===== src/rtl/cpu_pkg.sv =====
// Shared CPU definitions: control width and the bit-manipulation unit operation encodings.
package cpu_pkg;

   localparam int CTRL_W = 6;

   typedef enum logic [CTRL_W-1:0] {
      BMU_ANDN   = 6'd0,
      BMU_ORN    = 6'd1,
      BMU_XNOR   = 6'd2,
      BMU_CLZ    = 6'd3,
      BMU_CTZ    = 6'd4,
      BMU_CPOP   = 6'd5,
      BMU_MAX    = 6'd6,
      BMU_MAXU   = 6'd7,
      BMU_MIN    = 6'd8,
      BMU_MINU   = 6'd9,
      BMU_SEXT_B = 6'd10,
      BMU_SEXT_H = 6'd11,
      BMU_ZEXT_H = 6'd12,
      BMU_ROL    = 6'd13,
      BMU_ROR    = 6'd14,
      BMU_ORC_B  = 6'd15,
      BMU_REV8   = 6'd16,
      BMU_BCLR   = 6'd17,
      BMU_BEXT   = 6'd18,
      BMU_BINV   = 6'd19,
      BMU_BSET   = 6'd20
   } bmu_op_e;

endpackage


===== src/rtl/cpu_bmu_lzc.sv =====
// Leading-zero counter over XLEN bits; all-zero input yields XLEN.
// Latency: combinational. Backpressure: none.
// Flow: pure function of data, no handshake.
module cpu_bmu_lzc #(
   parameter int XLEN = 32
) (
   input  logic [XLEN-1:0]            data,
   output logic [$clog2(XLEN+1)-1:0]  count
);

   localparam int CW = $clog2(XLEN+1);

   // Scanning upward lets the highest set bit take final priority.
   always_comb begin
      count = CW'(XLEN);
      for (int i = 0; i < XLEN; i++) begin
         if (data[i]) count = CW'(XLEN - 1 - i);
      end
   end

endmodule


===== src/rtl/cpu_bmu.sv =====
// Bit-manipulation unit: combinational op select, result registered. Zbs single-bit ops under BMU_ZBS_EN.
// Latency: 1 cycle. Backpressure: none, a new operation is accepted every cycle.
module cpu_bmu
   import cpu_pkg::*;
#(
   parameter int XLEN = 32
) (
   input  logic              clk,
   input  logic              rst_n,
   input  logic [XLEN-1:0]   operand_a,
   input  logic [XLEN-1:0]   operand_b,
   input  logic [CTRL_W-1:0] control,
   output logic [XLEN-1:0]   result
);

   localparam int SW = $clog2(XLEN);
   localparam int CW = $clog2(XLEN+1);
   localparam int NB = XLEN / 8;

   logic [XLEN-1:0] a_rev;
   logic [CW-1:0]   clz_cnt;
   logic [CW-1:0]   ctz_cnt;
   logic [CW-1:0]   pop_cnt;
   logic [SW-1:0]   sh;
   logic [SW:0]     sh_inv;
   logic [XLEN-1:0] rol_val;
   logic [XLEN-1:0] ror_val;
   logic [XLEN-1:0] orc_val;
   logic [XLEN-1:0] rev_val;
   logic [XLEN-1:0] nxt;

   always_comb begin
      a_rev = '0;
      for (int i = 0; i < XLEN; i++) a_rev[i] = operand_a[XLEN-1-i];
   end

   cpu_bmu_lzc #(.XLEN(XLEN)) u_clz (.data(operand_a), .count(clz_cnt));
   cpu_bmu_lzc #(.XLEN(XLEN)) u_ctz (.data(a_rev),     .count(ctz_cnt));

   always_comb begin
      pop_cnt = '0;
      for (int i = 0; i < XLEN; i++) pop_cnt = pop_cnt + CW'(operand_a[i]);
   end

   // sh_inv reaches XLEN when sh is 0, so the wrap-around term shifts out to zero.
   assign sh      = operand_b[SW-1:0];
   assign sh_inv  = (SW+1)'(XLEN) - {1'b0, sh};
   assign rol_val = (operand_a << sh) | (operand_a >> sh_inv);
   assign ror_val = (operand_a >> sh) | (operand_a << sh_inv);

   always_comb begin
      orc_val = '0;
      rev_val = '0;
      for (int i = 0; i < NB; i++) begin
         orc_val[i*8 +: 8] = (|operand_a[i*8 +: 8]) ? 8'hFF : 8'h00;
         rev_val[i*8 +: 8] = operand_a[(NB-1-i)*8 +: 8];
      end
   end

`ifdef BMU_ZBS_EN
   logic [XLEN-1:0] bit_mask;
   assign bit_mask = {{(XLEN-1){1'b0}}, 1'b1} << sh;
`endif

   always_comb begin
      nxt = '0;
      case (control)
         BMU_ANDN:   nxt = operand_a & ~operand_b;
         BMU_ORN:    nxt = operand_a | ~operand_b;
         BMU_XNOR:   nxt = ~(operand_a ^ operand_b);
         BMU_CLZ:    nxt = XLEN'(clz_cnt);
         BMU_CTZ:    nxt = XLEN'(ctz_cnt);
         BMU_CPOP:   nxt = XLEN'(pop_cnt);
         BMU_MAX:    nxt = ($signed(operand_a) >= $signed(operand_b)) ? operand_a : operand_b;
         BMU_MAXU:   nxt = (operand_a >= operand_b) ? operand_a : operand_b;
         BMU_MIN:    nxt = ($signed(operand_a) <= $signed(operand_b)) ? operand_a : operand_b;
         BMU_MINU:   nxt = (operand_a <= operand_b) ? operand_a : operand_b;
         BMU_SEXT_B: nxt = {{(XLEN-8){operand_a[7]}}, operand_a[7:0]};
         BMU_SEXT_H: nxt = {{(XLEN-16){operand_a[15]}}, operand_a[15:0]};
         BMU_ZEXT_H: nxt = {{(XLEN-16){1'b0}}, operand_a[15:0]};
         BMU_ROL:    nxt = rol_val;
         BMU_ROR:    nxt = ror_val;
         BMU_ORC_B:  nxt = orc_val;
         BMU_REV8:   nxt = rev_val;
`ifdef BMU_ZBS_EN
         BMU_BCLR:   nxt = operand_a & ~bit_mask;
         BMU_BEXT:   nxt = {{(XLEN-1){1'b0}}, |(operand_a & bit_mask)};
         BMU_BINV:   nxt = operand_a ^ bit_mask;
         BMU_BSET:   nxt = operand_a | bit_mask;
`endif
         default:    nxt = '0;
      endcase
   end

   always_ff @(posedge clk or negedge rst_n) begin
      if (!rst_n) result <= '0;
      else        result <= nxt;
   end

endmodule


===== config.mk =====
export PLATFORM = sky130hd
export DESIGN_NAME = cpu_bmu
export DESIGN_NICKNAME = d
export VERILOG_FILES = /design/src/rtl/cpu_pkg.sv /design/src/rtl/cpu_bmu_lzc.sv /design/src/rtl/cpu_bmu.sv
export SDC_FILE = /design/constraint.sdc
export NUM_CORES = 1
export LEC_CHECK = 0
export CAP_MARGIN = 0
export CORE_MARGIN = 4
export CORE_UTILIZATION = 35
export DETAILED_ROUTE_END_ITERATION = 8
export PLACE_DENSITY = 0.56
export SLEW_MARGIN = 0
export SYNTH_ARGS = -nofsm -noshare
export SYNTH_HDL_FRONTEND = slang
export SYNTH_SLANG_ARGS = --single-unit
export TNS_END_PERCENT = 30

===== constraint.sdc =====
create_clock -name clk -period 0.8 [get_ports clk]
set_clock_uncertainty 0.2 [all_clocks]
set_input_delay 0.16 -clock clk [delete_from_list [all_inputs] [get_ports clk]]
set_output_delay 0.16 -clock clk [all_outputs]
set_load 0.01 [all_outputs]

Word level (Yosys, flattened, before mapping):

Cells that the tools add are included.

* flip-flop bits (word level): 32
* input port bits: 72
* output and inout port bits: 32
* logic and storage cells: 142

* add/sub/neg operators: 32
* order comparisons: 4
* equality and inequality tests: 16
* shifts and indexed selects: 4
* muxes and demuxes: 73
* bitwise operators: 7
* reduce and logical (&&, ||, !) cells: 5

Operator list (count)
* $pmux W32 S17: 1
* $mux W6: 64
* $add A6 B1 Y6: 26
* $mux W32: 4
* $or A32 B32 Y32: 3
* $ge A32 B32 Y1: 2
* $le A32 B32 Y1: 2
* $not A32 Y32: 2
* $eq A6 B4 Y1 const B: 8
* $and A32 B32 Y32: 1
* $mux W8: 4
* $reduce_or A8 Y1: 4
* $shl A32 B5 Y32: 1
* $shl A32 B6 Y32: 1
* $shr A32 B5 Y32: 1
* $shr A32 B6 Y32: 1
* $xor A32 B32 Y32: 1
* $eq A6 B3 Y1 const B: 4
* $eq A6 B2 Y1 const B: 2
* $add A5 B1 Y6: 1
* $eq A6 B1 Y1 const B: 1
* $eq A6 B5 Y1 const B: 1
* $logic_not A6 Y1: 1
* $sub A6 B5 Y6 const A: 1
* other kinds (4): 4

Logic depth before layout (Yosys ltp):

Gate-level depths: netlist of run 1.

* word-level depth: 33
* depth in mapped cells: 20
* depth with buffers taken out: 19

Cells and area by module:

A second synthesis of run 1 with hierarchy kept.

* cells, all modules: 1627
* area total of the unflattened synthesis: 12619.6 um^2

By module, submodules not included
* cpu_bmu: instances 1, cells an instance 1497, area each 11883.9 um^2, seq. area each 800.8 um^2
* cpu_bmu_lzc: instances 2, cells an instance 65, area each 367.9 um^2, seq. area each 0.0 um^2

Worst setup path after synthesis of run 1:

Ideal clock, no wire load.

* path kind: in2reg
* start point: in operand_a[23]
* end point: reg result[2]
* library setup time: 126 ps
* data arrival time: 5231 ps
* data required time: 474 ps
* setup slack: -4757 ps
* stages on the path: 19
* path buffers: 1
* cell sequence: clkbuf_1 -> inv_1 -> fa_1 -> fa_1 -> inv_1 -> fa_1 -> inv_1 -> fa_1 -> fa_1 -> fa_1 -> inv_1 -> ha_1 -> fa_1 -> xor2_1 -> a22o_1 -> a2111oi_0 -> and3_1 -> nand3_1 -> a221o_1

* word-level cells in the longest chain between the ends: 25
* elaborated cells between the ends (all ways): 57
* classes of those cells: 9 x add/sub; 4 x order compare; 4 x shift; 38 x mux; 2 x bitwise

RTL lines
* from (decl): line cpu_bmu.sv:10 `input logic [XLEN-1:0] operand_a,`
* branches (longest 24 deep; another with $add A6 B1 Y6)
* $pmux W32 S17 (*): line cpu_bmu.sv:67 `case (control)`
* net nxt[2]: line cpu_bmu.sv:30 `logic [XLEN-1:0] nxt;`
* to (signal assigned): line cpu_bmu.sv:97 `else result <= nxt;`
* to (decl): line cpu_bmu.sv:13 `output logic [XLEN-1:0] result`

Mark *: on every way through the listed nets, which the timed path passes.

Final worst setup path of run 1:

* start point: in operand_a[5]
* end point: reg result[2]

* word-level cells in the longest chain between the ends: 28
* elaborated cells between the ends (all ways): 77
* classes of those cells: 27 x add/sub; 4 x order compare; 4 x shift; 39 x mux; 2 x bitwise; 1 x reduce/logical

RTL lines (line)
* $add A5 B1 Y6 or $mux W6 (tied branches): cpu_bmu.sv:42, cpu_bmu_lzc.sv:17
* $add A6 B1 Y6 or $mux W6 (tied branches) (26 in series): cpu_bmu.sv:42, cpu_bmu_lzc.sv:17
* $pmux W32 S17 (*): cpu_bmu.sv:67
* net nxt[2]: cpu_bmu.sv:30

The timed path passes the listed nets; every way through them passes the cells marked *.

==> metrics.cfg, run 1 <==
[status]
status=complete, but fails checks
failed_checks=setup timing

[layout]
diodes=0
drive_above_1_share_pct=37.8
largest_reg_flops=32
stdcell_area_mm2=0.0173
top_regs=result: 32 flops
final_util_pct=54.7
n_fill_cell=3123
largest_register=result
finalNetCount=2263
syn2layout_area_growth_pct=53.6

[sta]
tns_ns=-105.43
setup_viol=64
rsz0062_at_grt=true
worst_slew_pin_slew_ns=0.863
fmax_ghz=0.194
slew_headroom_pct=42.5
finalCriticalPeriod_ns=5.16
hold_violations=0
slew_viol_final=0
final.setup.worst_slack_ns=-4.36
timing.final.crit_share_pct=646

[clock_network]
htreeDepth=2
clkTransAtPathRegs_ns=0.06
cts_sinks=32
clockBufferDepth=2
ctsHoldBuffers=0
tritoncts=yes
cts_root_buf=clkbuf_16
numCtsBuffers=5

[die]
core_area_mm2=0.0317
ioPinCount=104
dieArea_mm2=0.0352
die_w_um=188
initial_core_util_pct=35.6
rows=65
die_height_um=188

[worst_setup_path]
start_kind=input pin
end_kind=flop
crit_path_top_delay_cell=fa_1
crit_path_max_fanout=2
required_ns=0.78
worst_path_most_repeated_cell=fa_1
cp_cell_sequence=dlygate4sd2_1, inv_2, fa_1, fa_1, fa_1, fa_1, fa_1, fa_1, inv_2, ha_4, fa_2, xor2_1, a22o_1, a2111oi_4, and3_1, nand3_1, a221o_1
arrival_ns=5.14
slowest_delay_ns=0.55
path_class=in -> reg
critPathCapture=result[2]
startpoint=operand_a[5]

[routing]
first_pass_iters=6
drc=0
vias=16400
drtAntennaViolNets=0
routedWlPerCell_um=32.1
initialDrtViolationCount=2501
via_per_inst=6.57
wl_um=80200

[synth]
syn-cell-area_mm2=0.0113
syn_inst=1529
synth_ff_type=dfrtp_1
synth_seq_cells=32
synthArstFlopShare_pct=100
syn_area_per_cell_um2=7.38
ys_warn_count=0
synth.distinct_cells=78
synthesis.nets=1699
ys_seq_area_share_pct=7.10
synth_edf_count=0

[global_routing]
grt_pass1_vias=15700
gr-total-overflow=0
grt_pass1_wl_um=113000
antenna_found_initial=1
grt_start_max_net_pins=33
grt_use_total_pct=43.4

[placed_design]
place_area_mm2=0.0171
hpwl_um=63100
placement.io_buffers=103
gp_congestion=1.11

[flow_run]
drv_cap=0

[pwr]
leakagePower_nw=8.26
power.density_mw_per_mm2=1250
ir_drop_mv=2.30

[min_path]
hp-class=in -> async

[cell type report]
class / count / area (um2) / area share [%]
clock buffer: 5 / 125 / 0.722
clock inverter: 3 / 42.5 / 0.245
inverter: 90 / 369 / 2.13
multi-input combinational: 1261 / 9740 / 56.2
sequential: 32 / 805 / 4.64
tap: 402 / 503 / 2.90
timing repair buffer: 703 / 5760 / 33.2
[routing by layer]
layer / vias up / share of wire (%) / track usage, %
met5: - / 0.17 / 0
li1: 6930 / - / -
met2: 1365 / 40 / 62.8
met1: 7806 / 40 / 58.4
met3: 284 / 14 / 13.9
met4: 4 / 6.2 / 20.7
[timing repair]
item | 4_1_cts | 5_1_grt
setup buffers | 3 | 2
endpoints found under the setup margin | 64 | 64
resized for setup | 204 | 33
cloned | 1 | 0
pin swaps | 23 | 16
[where the power goes]
| part | switching, mW | leakage, nW | internal, mW |
|---|---|---|---|
| sequential | 0.125 | 0.428 | 1.77 |
| combinational | 9.41 | 7.75 | 8.11 |
| clock | 0.794 | 0.0798 | 1.46 |
| total | 10.3 | 8.26 | 11.3 |
[Yosys cell counts (all sizes together) (34+ instances only)]
master / count / area, um2
a211oi: 34 / 255
o22ai: 43 / 269
mux2i: 157 / 1570
mux2: 49 / 552
inv: 89 / 334
a21oi: 99 / 499
ha: 74 / 926
o21ai: 93 / 465
nand2: 163 / 612
buf: 42 / 223
clkbuf: 104 / 390
o211ai: 36 / 270
nor2: 109 / 409
[cells in the final DEF, fill, tap and decap left out, types with 36 or more instances in the layout]
cell type / count
ha_1: 69
inv_1: 70
clkdlybuf4s50_1: 44
a21oi_1: 95
mux2_2: 48
nand2_1: 163
mux2i_1: 155
o211ai_1: 36
buf_4: 568
nor2_1: 109
o22ai_1: 43
o21ai_0: 87
[worst max-delay path: cells and delay by family]
family / cells / cell delay, ns
xor+xnor: 1 / 0.15
buf+inv: 3 / 0.33
compound gates: 3 / 0.76
simple gates: 2 / 0.28
fa+ha+maj: 8 / 3.47
[stage by stage]
step	hold slack (ns)	total power [mW]	worst slack (ns)	cells
after floorplan	-0.336	10.6	-4.38	1529
after global placement	0.350	18.2	-5.13	2483
after detailed placement	0.353	18.3	-5.24	2483
after CTS	0.0574	21.0	-4.54	2495
after global routing	0.0826	22.8	-4.54	2496
final	0.0489	21.7	-4.36	2496
[worst min-delay path by stage]
stage	to	slack, ns	cells past startpoint
5_1_grt	result[18]	0.08	2
2_1_floorplan	result[0]	-0.34	0
6_report	result[11]	0.05	2
4_1_cts	result[11]	0.06	2
3_3_place_gp	result[11]	0.35	2
3_5_place_dp	result[11]	0.35	2
[cells by family (layout without fill, tap and decap cells)]
| group | count (synthesis) | count (layout) | share of synthesized area [%] |
|---|---|---|---|
| AO/OA/AOI/OAI | 502 | 502 | 30.6 |
| AND/OR/NAND/NOR | 424 | 424 | 17.2 |
| buffers and inverters | 236 | 801 | 8.43 |
| multiplexers | 230 | 230 | 23.6 |
| adder cells (fa/ha/maj) | 98 | 98 | 12.5 |
| flip-flops | 32 | 32 | 7.10 |
| XOR/XNOR | 7 | 7 | 0.610 |
Power figures use the tool's default switching activity.
==> run 2, diff against run 1 <==
CELL_PAD_IN_SITES_DETAIL_PLACEMENT = 0   (was not set)
CELL_PAD_IN_SITES_GLOBAL_PLACEMENT = 1   (was not set)
PLACE_DENSITY = 0.71   (was 0.56)
==> metrics.cfg, run 2 (synthesized netlist as in run 1, its figures left out) <==
[sta]
slew_viol_final=0
slew_headroom_pct=34.7
rsz0062_at_grt=true
fmax_ghz=0.192
worst_slew_pin_slew_ns=0.971
timing.final.crit_share_pct=651
setup_viol=64
hold_violations=0
finalCriticalPeriod_ns=5.21
hold_ws_ns=0.0599
final.setup.worst_slack_ns=-4.41

[worst_setup_path]
arrival_ns=5.18
crit_path_max_fanout=2
start_kind=input pin
required_ns=0.77
end_kind=flop
path_class=in -> reg

[global_routing]
gr-total-overflow=0
grt_pass1_vias=15800
antenna_found_initial=3
grt_use_total_pct=43.8
grt_pass1_wl_um=114000
grt_start_max_net_pins=33

[pwr]
total_power_mw=21.9
leakagePower_nw=8.29
ir_drop_mv=1.39
power.density_mw_per_mm2=1240

[layout]
drive_above_1_share_pct=40.0
mostFrequentLayoutCells=buf_4, nand2_1, mux2i_1, nor2_1, a21oi_1
syn2layout_area_growth_pct=56.0
n_fill_cell=3017
top_regs=result: 32 flops
largest_reg_flops=32
finalNetCount=2238
diodes=0
largest_register=result
final_common_cell=buf_4

[routing]
initialDrtViolationCount=2890
via_per_inst=6.68
drtAntennaViolNets=0
vias=16500
drc=0
first_pass_iters=7
wl_um=81200
routedWlPerCell_um=32.9

[clock_network]
tritoncts=yes
clkTransAtPathRegs_ns=0.06
cts_root_buf=clkbuf_16
cts_sinks=32
numCtsBuffers=5
htreeDepth=2
clockBufferDepth=2
ctsHoldBuffers=0

[die]
rows=65
initial_core_util_pct=35.6
core_area_mm2=0.0317
die_height_um=188
die_w_um=188
ioPinCount=104
dieArea_mm2=0.0352

[min_path]
hp-class=in -> async

[flow_run]
drv_cap=0

[placed_design]
hpwl_um=62800
placement.io_buffers=103
gp_congestion=1.11

[status]
failed_checks=setup timing
status=complete, but fails checks

run 2: repair_timing:
action / in CTS / in global routing
resized for setup: 304 / 114
setup endpoints to repair: 64 / 64
setup buffers: 20 / 8
gates cloned: 1 / 0
pin swaps: 43 / 43
run 2: path summary, 6_finish.rpt:
| path | start | to | slack (ns) | cells past startpoint |
|---|---|---|---|---|
| hold / removal | rst_n | result[19] | 0.06 | 2 |
| setup / recovery | operand_a[21] | result[2] | -4.41 | 19 |
| min in group clk | operand_b[5] | result[5] | 0.13 | 3 |
| max in group asynchronous | rst_n | result[4] | 0.15 | 2 |
run 2: area by class of cell:
| type | count | area [um2] | area share [%] |
|---|---|---|---|
| multi-input combinational | 1262 | 10100 | 57.5 |
| sequential | 32 | 805 | 4.57 |
| timing repair buffer | 677 | 5610 | 31.9 |
| clock buffer | 5 | 125 | 0.711 |
| clock inverter | 3 | 42.5 | 0.242 |
| inverter | 90 | 385 | 2.19 |
| tap | 402 | 503 | 2.86 |
run 2: through the flow:
stage / cell area [um2] / setup WS [ns] / instances / util, % / setup TNS, ns
after floorplan: 11600 / -4.38 / 1529 / - / -79.27
after global placement: 16700 / -5.27 / 2441 / 52.5 / -130.47
after detailed placement: 16700 / -5.23 / 2441 / 52.5 / -131.98
after CTS: 17300 / -4.66 / 2468 / 54.6 / -95.37
after global routing: 17600 / -4.64 / 2471 / 55.5 / -96.10
final: 17600 / -4.41 / 2471 / 55.5 / -94.78
run 2: critical path, cell delays in order:
cell,delay [ns]
buf_4,0.15
fa_1,0.50
inv_2,0.05
fa_1,0.53
inv_2,0.04
fa_1,0.49
inv_1,0.05
fa_1,0.46
fa_1,0.50
fa_1,0.52
inv_2,0.05
ha_4,0.15
fa_2,0.34
xor2_1,0.15
a22o_1,0.20
a2111oi_2,0.27
and3_1,0.21
nand3_1,0.07
a221o_1,0.26
run 2: report_power, final:
group          total [mW]  internal (mW)  switching (mW)
clock network        2.23           1.46           0.770
logic                17.7           8.00            9.74
registers            1.88           1.77           0.111
total                21.9           11.2            10.6
run 2: layer usage:
layer	vias to the layer above	global-route usage, %	wire length [um]
li1	6890	-	-
met1	7936	59.2	31900
met2	1382	63.5	32400
met3	287	14.9	11800
met4	2	18.9	5100
met5	-	0	12
